[src/rtl/read_empty_ctrl_ext_if.sv]
// ---------------------------------------------------------------------------
// read_empty_ctrl_ext_if
// Purpose : groups the read-side FIFO controller signals (reader handshake,
//           synchronized write pointer, memory read port and status flags).
// Modports:
//   slave  - the controller: takes rinc/rclr_err/rq2_wptr/rmem_rdata,
//            drives raddr/rmem_en/rptr/flags/level/rdata/rvalid/runderflow
//   master - the surroundings (reader, synchronizer, memory)
// Handshake: standard mode - a word is taken on a clock edge where
//            rinc=1 and rempty=0. FWFT mode - rdata is valid while rvalid=1
//            and is consumed on an edge where rinc=1 and rvalid=1. rinc in
//            any other cycle is an underflow and leaves the pointers alone.
// ---------------------------------------------------------------------------
interface read_empty_ctrl_ext_if #(
    parameter int ps = 4,
    parameter int dw = 8
);
    logic          rinc;
    logic          rclr_err;
    logic [ps:0]   rq2_wptr;
    logic [dw-1:0] rmem_rdata;
    logic [ps-1:0] raddr;
    logic          rmem_en;
    logic [ps:0]   rptr;
    logic          rempty;
    logic          ralmost_empty;
    logic [ps:0]   rlevel;
    logic [dw-1:0] rdata;
    logic          rvalid;
    logic          runderflow;

    modport slave (
        input  rinc, rclr_err, rq2_wptr, rmem_rdata,
        output raddr, rmem_en, rptr, rempty, ralmost_empty, rlevel,
               rdata, rvalid, runderflow
    );

    modport master (
        output rinc, rclr_err, rq2_wptr, rmem_rdata,
        input  raddr, rmem_en, rptr, rempty, ralmost_empty, rlevel,
               rdata, rvalid, runderflow
    );
endinterface

[src/rtl/read_empty_ctrl_ext.sv]
// ---------------------------------------------------------------------------
// read_empty_ctrl_ext
// Purpose : read-side pointer and flag controller of an async FIFO (rclk
//           domain). Keeps binary/Gray read pointers, derives empty,
//           almost-empty and fill level from the synchronized Gray write
//           pointer, flags sticky underflow. fwft=1 adds an output holding
//           register so the head word is presented without a request.
// Ports   :
//   rclk, rrst - read clock, asynchronous active-high reset
//   bus        - read_empty_ctrl_ext_if.slave (see interface header)
// ---------------------------------------------------------------------------
module read_empty_ctrl_ext #(
    parameter int ps        = 4,
    parameter int dw        = 8,
    parameter int ae_thresh = 2,
    parameter int fwft      = 0
) (
    input  logic                  rclk,
    input  logic                  rrst,
    read_empty_ctrl_ext_if.slave  bus
);
    logic [ps:0]   r_bptr;
    logic [ps:0]   r_rptr;
    logic [ps:0]   r_level;
    logic          r_memempty;
    logic          r_ae;
    logic          r_rvalid;
    logic          r_underflow;
    logic [dw-1:0] r_hold;

    logic          w_pop;
    logic          w_uf;
    logic [ps:0]   w_wbin;
    logic [ps:0]   w_bnext;
    logic [ps:0]   w_gnext;
    logic [ps:0]   w_level_next;

    // Gray to binary: each binary bit is the XOR of all Gray bits at and above it.
    always_comb begin
        w_wbin = '0;
        for (int i = 0; i <= ps; i++) begin
            w_wbin[i] = ^(bus.rq2_wptr >> i);
        end
    end

    // Pop and underflow qualification. In FWFT mode the memory is read to
    // refill the holding register whenever it is empty or being consumed.
    always_comb begin
        w_pop = 1'b0;
        w_uf  = 1'b0;
        if (fwft != 0) begin
            w_pop = ~r_memempty & (~r_rvalid | bus.rinc);
            w_uf  = bus.rinc & ~r_rvalid;
        end else begin
            w_pop = bus.rinc & ~r_memempty;
            w_uf  = bus.rinc & r_memempty;
        end
    end

    assign w_bnext      = r_bptr + (ps+1)'(w_pop);
    assign w_gnext      = (w_bnext >> 1) ^ w_bnext;
    // Flags use the post-pop pointer so a word popped this cycle never
    // shows up as still available after the edge.
    assign w_level_next = w_wbin - w_bnext;

    always_ff @(posedge rclk or posedge rrst) begin
        if (rrst) begin
            r_bptr      <= '0;
            r_rptr      <= '0;
            r_level     <= '0;
            r_memempty  <= 1'b1;
            r_ae        <= 1'b1;
            r_rvalid    <= 1'b0;
            r_hold      <= '0;
            r_underflow <= 1'b0;
        end else begin
            r_bptr     <= w_bnext;
            r_rptr     <= w_gnext;
            r_memempty <= (w_gnext == bus.rq2_wptr);
            r_level    <= w_level_next;
            r_ae       <= (32'(w_level_next) <= 32'(ae_thresh));

            if (fwft != 0) begin
                if (w_pop) begin
                    r_hold   <= bus.rmem_rdata;
                    r_rvalid <= 1'b1;
                end else if (bus.rinc & r_rvalid) begin
                    r_rvalid <= 1'b0;
                end
            end

            // A new underflow beats a simultaneous clear.
            if (w_uf) begin
                r_underflow <= 1'b1;
            end else if (bus.rclr_err) begin
                r_underflow <= 1'b0;
            end
        end
    end

    assign bus.raddr         = r_bptr[ps-1:0];
    assign bus.rmem_en       = w_pop;
    assign bus.rptr          = r_rptr;
    assign bus.ralmost_empty = r_ae;
    assign bus.rlevel        = r_level;
    assign bus.runderflow    = r_underflow;
    assign bus.rempty        = (fwft != 0) ? ~r_rvalid : r_memempty;
    assign bus.rdata         = (fwft != 0) ? r_hold : bus.rmem_rdata;
    assign bus.rvalid        = (fwft != 0) ? r_rvalid : 1'b0;
endmodule

[src/flat_wrapper.sv]
// flat-port wrapper written by rule: the top's interface ports become plain ports
module read_empty_ctrl_ext_flat 
#(
    parameter int ps        = 4,
    parameter int dw        = 8,
    parameter int ae_thresh = 2,
    parameter int fwft      = 0
)
  (rclk, rrst, bus_rinc, bus_rclr_err, bus_rq2_wptr, bus_rmem_rdata, bus_raddr, bus_rmem_en, bus_rptr, bus_rempty, bus_ralmost_empty, bus_rlevel, bus_rdata, bus_rvalid, bus_runderflow);
  read_empty_ctrl_ext_if #(.ps(ps), .dw(dw)) bus_i ();
  input  logic rclk;
  input  logic rrst;
  input wire logic [$bits(bus_i.rinc)-1:0] bus_rinc;
  input wire logic [$bits(bus_i.rclr_err)-1:0] bus_rclr_err;
  input wire logic [$bits(bus_i.rq2_wptr)-1:0] bus_rq2_wptr;
  input wire logic [$bits(bus_i.rmem_rdata)-1:0] bus_rmem_rdata;
  output wire logic [$bits(bus_i.raddr)-1:0] bus_raddr;
  output wire logic [$bits(bus_i.rmem_en)-1:0] bus_rmem_en;
  output wire logic [$bits(bus_i.rptr)-1:0] bus_rptr;
  output wire logic [$bits(bus_i.rempty)-1:0] bus_rempty;
  output wire logic [$bits(bus_i.ralmost_empty)-1:0] bus_ralmost_empty;
  output wire logic [$bits(bus_i.rlevel)-1:0] bus_rlevel;
  output wire logic [$bits(bus_i.rdata)-1:0] bus_rdata;
  output wire logic [$bits(bus_i.rvalid)-1:0] bus_rvalid;
  output wire logic [$bits(bus_i.runderflow)-1:0] bus_runderflow;
  assign bus_i.rinc = bus_rinc;
  assign bus_i.rclr_err = bus_rclr_err;
  assign bus_i.rq2_wptr = bus_rq2_wptr;
  assign bus_i.rmem_rdata = bus_rmem_rdata;
  assign bus_raddr = bus_i.raddr;
  assign bus_rmem_en = bus_i.rmem_en;
  assign bus_rptr = bus_i.rptr;
  assign bus_rempty = bus_i.rempty;
  assign bus_ralmost_empty = bus_i.ralmost_empty;
  assign bus_rlevel = bus_i.rlevel;
  assign bus_rdata = bus_i.rdata;
  assign bus_rvalid = bus_i.rvalid;
  assign bus_runderflow = bus_i.runderflow;
  read_empty_ctrl_ext #(.ps(ps), .dw(dw), .ae_thresh(ae_thresh), .fwft(fwft)) u_core (.rclk(rclk), .rrst(rrst), .bus(bus_i));
endmodule
[config.mk]
export PLATFORM = sky130hd
export DESIGN_NAME = read_empty_ctrl_ext_flat
export DESIGN_NICKNAME = d
export VERILOG_FILES = /design/src/rtl/read_empty_ctrl_ext_if.sv /design/src/rtl/read_empty_ctrl_ext.sv /design/src/flat_wrapper.sv
export SDC_FILE = /design/constraint.sdc
export NUM_CORES = 1
export LEC_CHECK = 0
export CORE_MARGIN = 3
export CORE_UTILIZATION = 30
export CTS_CLUSTER_SIZE = 14
export DETAILED_ROUTE_END_ITERATION = 8
export PLACE_DENSITY = 0.57
export SKIP_LAST_GASP = 1
export SYNTH_ARGS = -nofsm -noshare
export SYNTH_HDL_FRONTEND = slang
export SYNTH_SLANG_ARGS = --single-unit
[constraint.sdc]
create_clock -name rclk -period 7 [get_ports rclk]
set_clock_uncertainty 0.1 [all_clocks]
set_input_delay 0.7 -clock rclk [delete_from_list [all_inputs] [get_ports rclk]]
set_output_delay 0.7 -clock rclk [all_outputs]
set_load 0.1 [all_outputs]
## Yosys cells after proc, flatten, opt, wreduce, memory -nomap -nowiden

Cells that the tools add are included.

- Register bits after elaboration: 18
- Latch bits: 0
- Bits in writable memories: 0
- Bits in read-only memories: 0
- Output and inout port bits: 27
- Memories: 0

- Add/sub/neg operators: 2
- $mul: 0
- Div/mod/pow operators: 0
- Order comparisons: 1
- Eq/ne operators: 1
- Shift operators: 0
- Multiplexer cells: 2
- Bitwise logic cells: 4
- Reduce and logical (&&, ||, !) cells: 6

Operator list:

| kind | count |
|---|---|
| $reduce_xor 5->1 | 5 |
| $add 5x1->5 | 1 |
| $eq 5x5->1 | 1 |
| $le 5x2->1 const B | 1 |
| $sub 5x5->5 | 1 |
| $xor 4x5->5 | 1 |
| $and 1x1->1 | 2 |
| $mux 1 | 2 |
| $reduce_bool 2->1 | 1 |
| $not 1->1 | 1 |

## Depth between registers and ports, before layout

- Word-level depth: 5
- Gate-level depth with buffers: 11
- Mapped depth without buffers: 11

## Worst setup path after synthesis

No wires, ideal clock.

- Kind: in2reg
- Start: input bus_rinc
- End: register u_core.r_ae (netlist: u_core.bus.ralmost_empty)
- Setup time: 0.075 ns
- Arrival time: 4.102 ns
- Required time: 6.825 ns
- Setup slack: 2.723 ns
- Stages on the path: 11
- Path through: nor2b_1 -> ha_1 -> ha_1 -> xor2_2 -> inv_1 -> ha_1 -> a21boi_0 -> inv_1 -> a221oi_2 -> o2111ai_1 -> nor3_2

- Longest elaborated chain between the ends: 4

RTL lines:

| element | line | source |
|---|---|---|
| from (decl) | flat_wrapper.sv:13 | `input wire logic [$bits(bus_i.rinc)-1:0] bus_rinc;` |
| $and 1x1->1 | read_empty_ctrl_ext.sv:55 | `w_pop = bus.rinc & ~r_memempty;` |
| $add 5x1->5 | read_empty_ctrl_ext.sv:60 | `assign w_bnext = r_bptr + (ps+1)'(w_pop);` |
| net u_core.w_bnext[2] | read_empty_ctrl_ext.sv:34 | `logic [ps:0] w_bnext;` |
| $sub 5x5->5 | read_empty_ctrl_ext.sv:64 | `assign w_level_next = w_wbin - w_bnext;` |
| $le 5x2->1 | read_empty_ctrl_ext.sv:81 | `r_ae <= (32'(w_level_next) <= 32'(ae_thresh));` |
| to (signal assigned) | read_empty_ctrl_ext.sv:81 |  |
| to (decl) | read_empty_ctrl_ext.sv:26 | `logic r_ae;` |

The timed path passes the listed nets, and every way through them passes these cells.
A chain may end at the register's enable or synchronous reset.

## Final worst setup path

- Start: input bus_rq2_wptr[3]
- End: register u_core.r_level[4] (netlist: u_core.bus.rlevel[4])

- Longest elaborated chain between the ends: 2
- Elaborated cells between the ends (all ways): 5

RTL lines:

| element | line | source |
|---|---|---|
| from (decl) | flat_wrapper.sv:15 | `input wire logic [$bits(bus_i.rq2_wptr)-1:0] bus_rq2_wptr;` |
| $reduce_xor 5->1 | read_empty_ctrl_ext.sv:42 | `w_wbin[i] = ^(bus.rq2_wptr >> i);` |
| $sub 5x5->5 (*) | read_empty_ctrl_ext.sv:64 |  |
| net u_core.w_level_next[4] | read_empty_ctrl_ext.sv:36 | `logic [ps:0] w_level_next;` |
| to (signal assigned) | read_empty_ctrl_ext.sv:80 | `r_level <= w_level_next;` |
| to (decl) | read_empty_ctrl_ext.sv:24 | `logic [ps:0] r_level;` |

Mark *: on every way through the listed nets, which the timed path passes. The rest lies on a longest branch.

==> metrics.md <==
| Metric | Value |
|---|---|
| DIE AREA | 0.00435 mm2 |
| Worst Tran Pin Value | 978 ps |
| Clock slew at reported path FFs | 100 ps |
| Total GRT Usage | 10.5% |
| Synth cell types | 39 |
| Crit Path Category | in2reg |
| Synth Area in Simple Gates | 10.9% |
| RSZ-0062 raised after global routing | false |
| Root buf cell | clkbuf_4 |
| Share of cells above drive strength 1 | 15.7% |
| Die Y | 66.0 um |
| Total negative slack | 0 ps |
| Final hold violation count | 0 |
| Crit-path max FO | 5 |
| Fmax | 0.292 GHz |
| Vias/cell | 4.44 |
| Largest family of logic cells by synthesized area | XOR/XNOR gates |
| Slew headroom | 34.6% |
| IO buf count | 26 |
| Die width | 66.0 um |
| GPL Wtd Cong | 0.770 |
| Routed length per instance | 13.2 um |
| First-pass detailed-route iteration total | 4 |
| Post-Synth Adder-Cell Area | 5.80% |
| Syn_area_per_cell | 11.4 um2 |
| Post-synthesis cell area | 0.00108 mm2 |
| Ant diodes | 0 |
| Starting Density | 31.8% |
| Total gr overflow | 0 |
| Ys async rst share | 100% |
| CTS Buf Count | 3 |
| Syn_nets | 117 |
| TritonCTS clock tree | yes |
| Mux cell area share after synthesis | 0% |
| Period utilization | 48.9% |
| Post-synthesis compound-gate area fraction | 10.9% |
| Post-CTS Resized | 0 |
| Endpoints failing setup | 0 |
| DRC | 0 |
| Warnings from Yosys | 0 |
| Ports | 44 |
| Critical Path RT | 7070 ps |
| Number of synthesized flops with an enable pin | 0 |
| Fin nets | 138 |
| Vias | 715 |
| Final Slew Violations | 0 |
| Sequential area share after synthesis | 39.7% |
| 1st-iter DRT viols | 16 |
| HP Class | reg2reg |
| First-pass GRT wire length | 3390 um |
| CP arrival | 3490 ps |
| #FFs+latches synth | 17 |
| Clock Path Buffers | 2 |
| Core Area | 0.00339 mm2 |
| Layout area overhead | 25.4% |
| Hold Buf Count CTS | 0 |
| Worst Setup Start Kind | input port |
| Status | finished clean |
| Total wire length | 2130 um |
| Xor/xnor share of the synthesized area | 22.6% |
| Dominant synthesized flop cell | dfrtp_1 |
| Largest net degree at the start of global routing | 18 |
| Clock Sink Count | 17 |
| Crit end category | flip-flop |
| Vias in the first global route | 784 |
| Synth Instances | 95 |
| Post-CTS Setup Repair Bufs | 0 |
| Row Count | 21 |
| Maxcap violations | 0 |
| Initial antenna violation count | 0 |
| Skew-Pair Late Insertion Delay | 290 ps |
| Total number of H-tree levels | 1 |
| Routed Antenna Nets | 0 |
| Hpwl dp | 1690 um |
| Tmin final | 3420 ps |
[through the flow]
| step | worst slack (ps) | cells | area, um2 | hold slack, ps | utilization [%] |
|---|---|---|---|---|---|
| 2_1_floorplan | 2720 | 95 | 1080 | 525 | - |
| 3_3_place_gp | 3360 | 157 | 1330 | 415 | 39.1 |
| 3_5_place_dp | 3260 | 157 | 1330 | 424 | 39.1 |
| 4_1_cts | 3560 | 161 | 1350 | 443 | 39.9 |
| 5_1_grt | 3440 | 161 | 1350 | 464 | 39.9 |
| 6_report | 3580 | 161 | 1350 | 436 | 39.9 |
[registers in the layout (all words and copies together) (netlist names)]
signal,flops
u_core.r_bptr,5
u_core.bus.runderflow,1
u_core.bus.rlevel,5
u_core.bus.ralmost_empty,1
u_core.bus.rempty,1
u_core.bus.rptr,4
[path summary, 6_finish.rpt]
kind	startpoint	endpoint	slack, ps	cells after the start
setup reg to reg	u_core.bus.rempty$_DFF_PP1_	u_core.bus.ralmost_empty$_DFF_PP1_	4060	11
setup / recovery	bus_rq2_wptr[3]	u_core.bus.rlevel[4]$_DFF_PP0_	3580	11
min in group asynchronous	rrst	u_core.r_bptr[1]$_DFF_PP0_	690	2
hold reg to reg	u_core.bus.runderflow$_DFFE_PP0P_	u_core.bus.runderflow$_DFFE_PP0P_	440	2
max in group asynchronous	rrst	u_core.r_bptr[3]$_DFF_PP0_	5680	2
hold / removal	u_core.bus.runderflow$_DFFE_PP0P_	u_core.bus.runderflow$_DFFE_PP0P_	440	2
[worst max-delay path, stage by stage]
cell,delay [ps]
clkdlybuf4s50_1,570
xnor3_2,520
xor2_2,320
xor2_1,200
ha_1,210
inv_1,50
ha_1,210
nor2_1,130
o221ai_2,100
and4_1,240
or2_1,230
[cell families after synthesis]
kind of cell	count (synthesis)
and+or+nand+nor	21
DFF	17
other	1
AOI/OAI and AO/OA	13
buffers and inverters	19
xor gates and xnor gates	19
adders and majority gates	5
[synth_stat cells (2+ instances only)]
cell type   n  area share (%)
inv_1       9             3.1
xor2_1      9             7.3
nor2_1      4             1.4
dfrtp_1    15              35
xor2_2      2             3.0
ha_1        5             5.8
nand3_1     2            0.93
xnor2_2     2             3.0
buf_4       9             6.3
nor3b_1     2             1.4
nand2_1     5             1.7
dfstp_2     2             4.9
xnor2_1     3             2.4
[layout make-up]
class / count / area, um2
timing repair buffer: 26 / 260
multi-input combinational: 59 / 546
inverter: 9 / 33.8
clock inverter: 1 / 5.00
tap: 46 / 57.6
sequential: 17 / 428
clock buffer: 3 / 22.5
fill: 323 / 2040
[metal layers]
metal  GRT usage (%)  vias to the layer above  share of wire [%]
met5               0                        -                  0
met2            20.0                       17                 54
met3            2.04                        0                5.3
li1                -                      348                  -
met4            4.82                        0                  0
met1            10.8                      350                 40
[cell usage in the layout (no fill, tap or decap), drive strengths merged, types with 3 or more instances in the layout]
| master | Yosys | routed |
|---|---|---|
| clkdlybuf4s50 | 0 | 26 |
| dfrtp | 15 | 15 |
| xor2 | 12 | 12 |
| inv | 9 | 9 |
| nand2 | 5 | 5 |
| ha | 5 | 5 |
| xnor2 | 5 | 5 |
| nor2 | 4 | 4 |
| clkbuf | 1 | 3 |
Power is not shown: default switching activity piles up to over one toggle a cycle in this logic, so the estimate is an artifact.
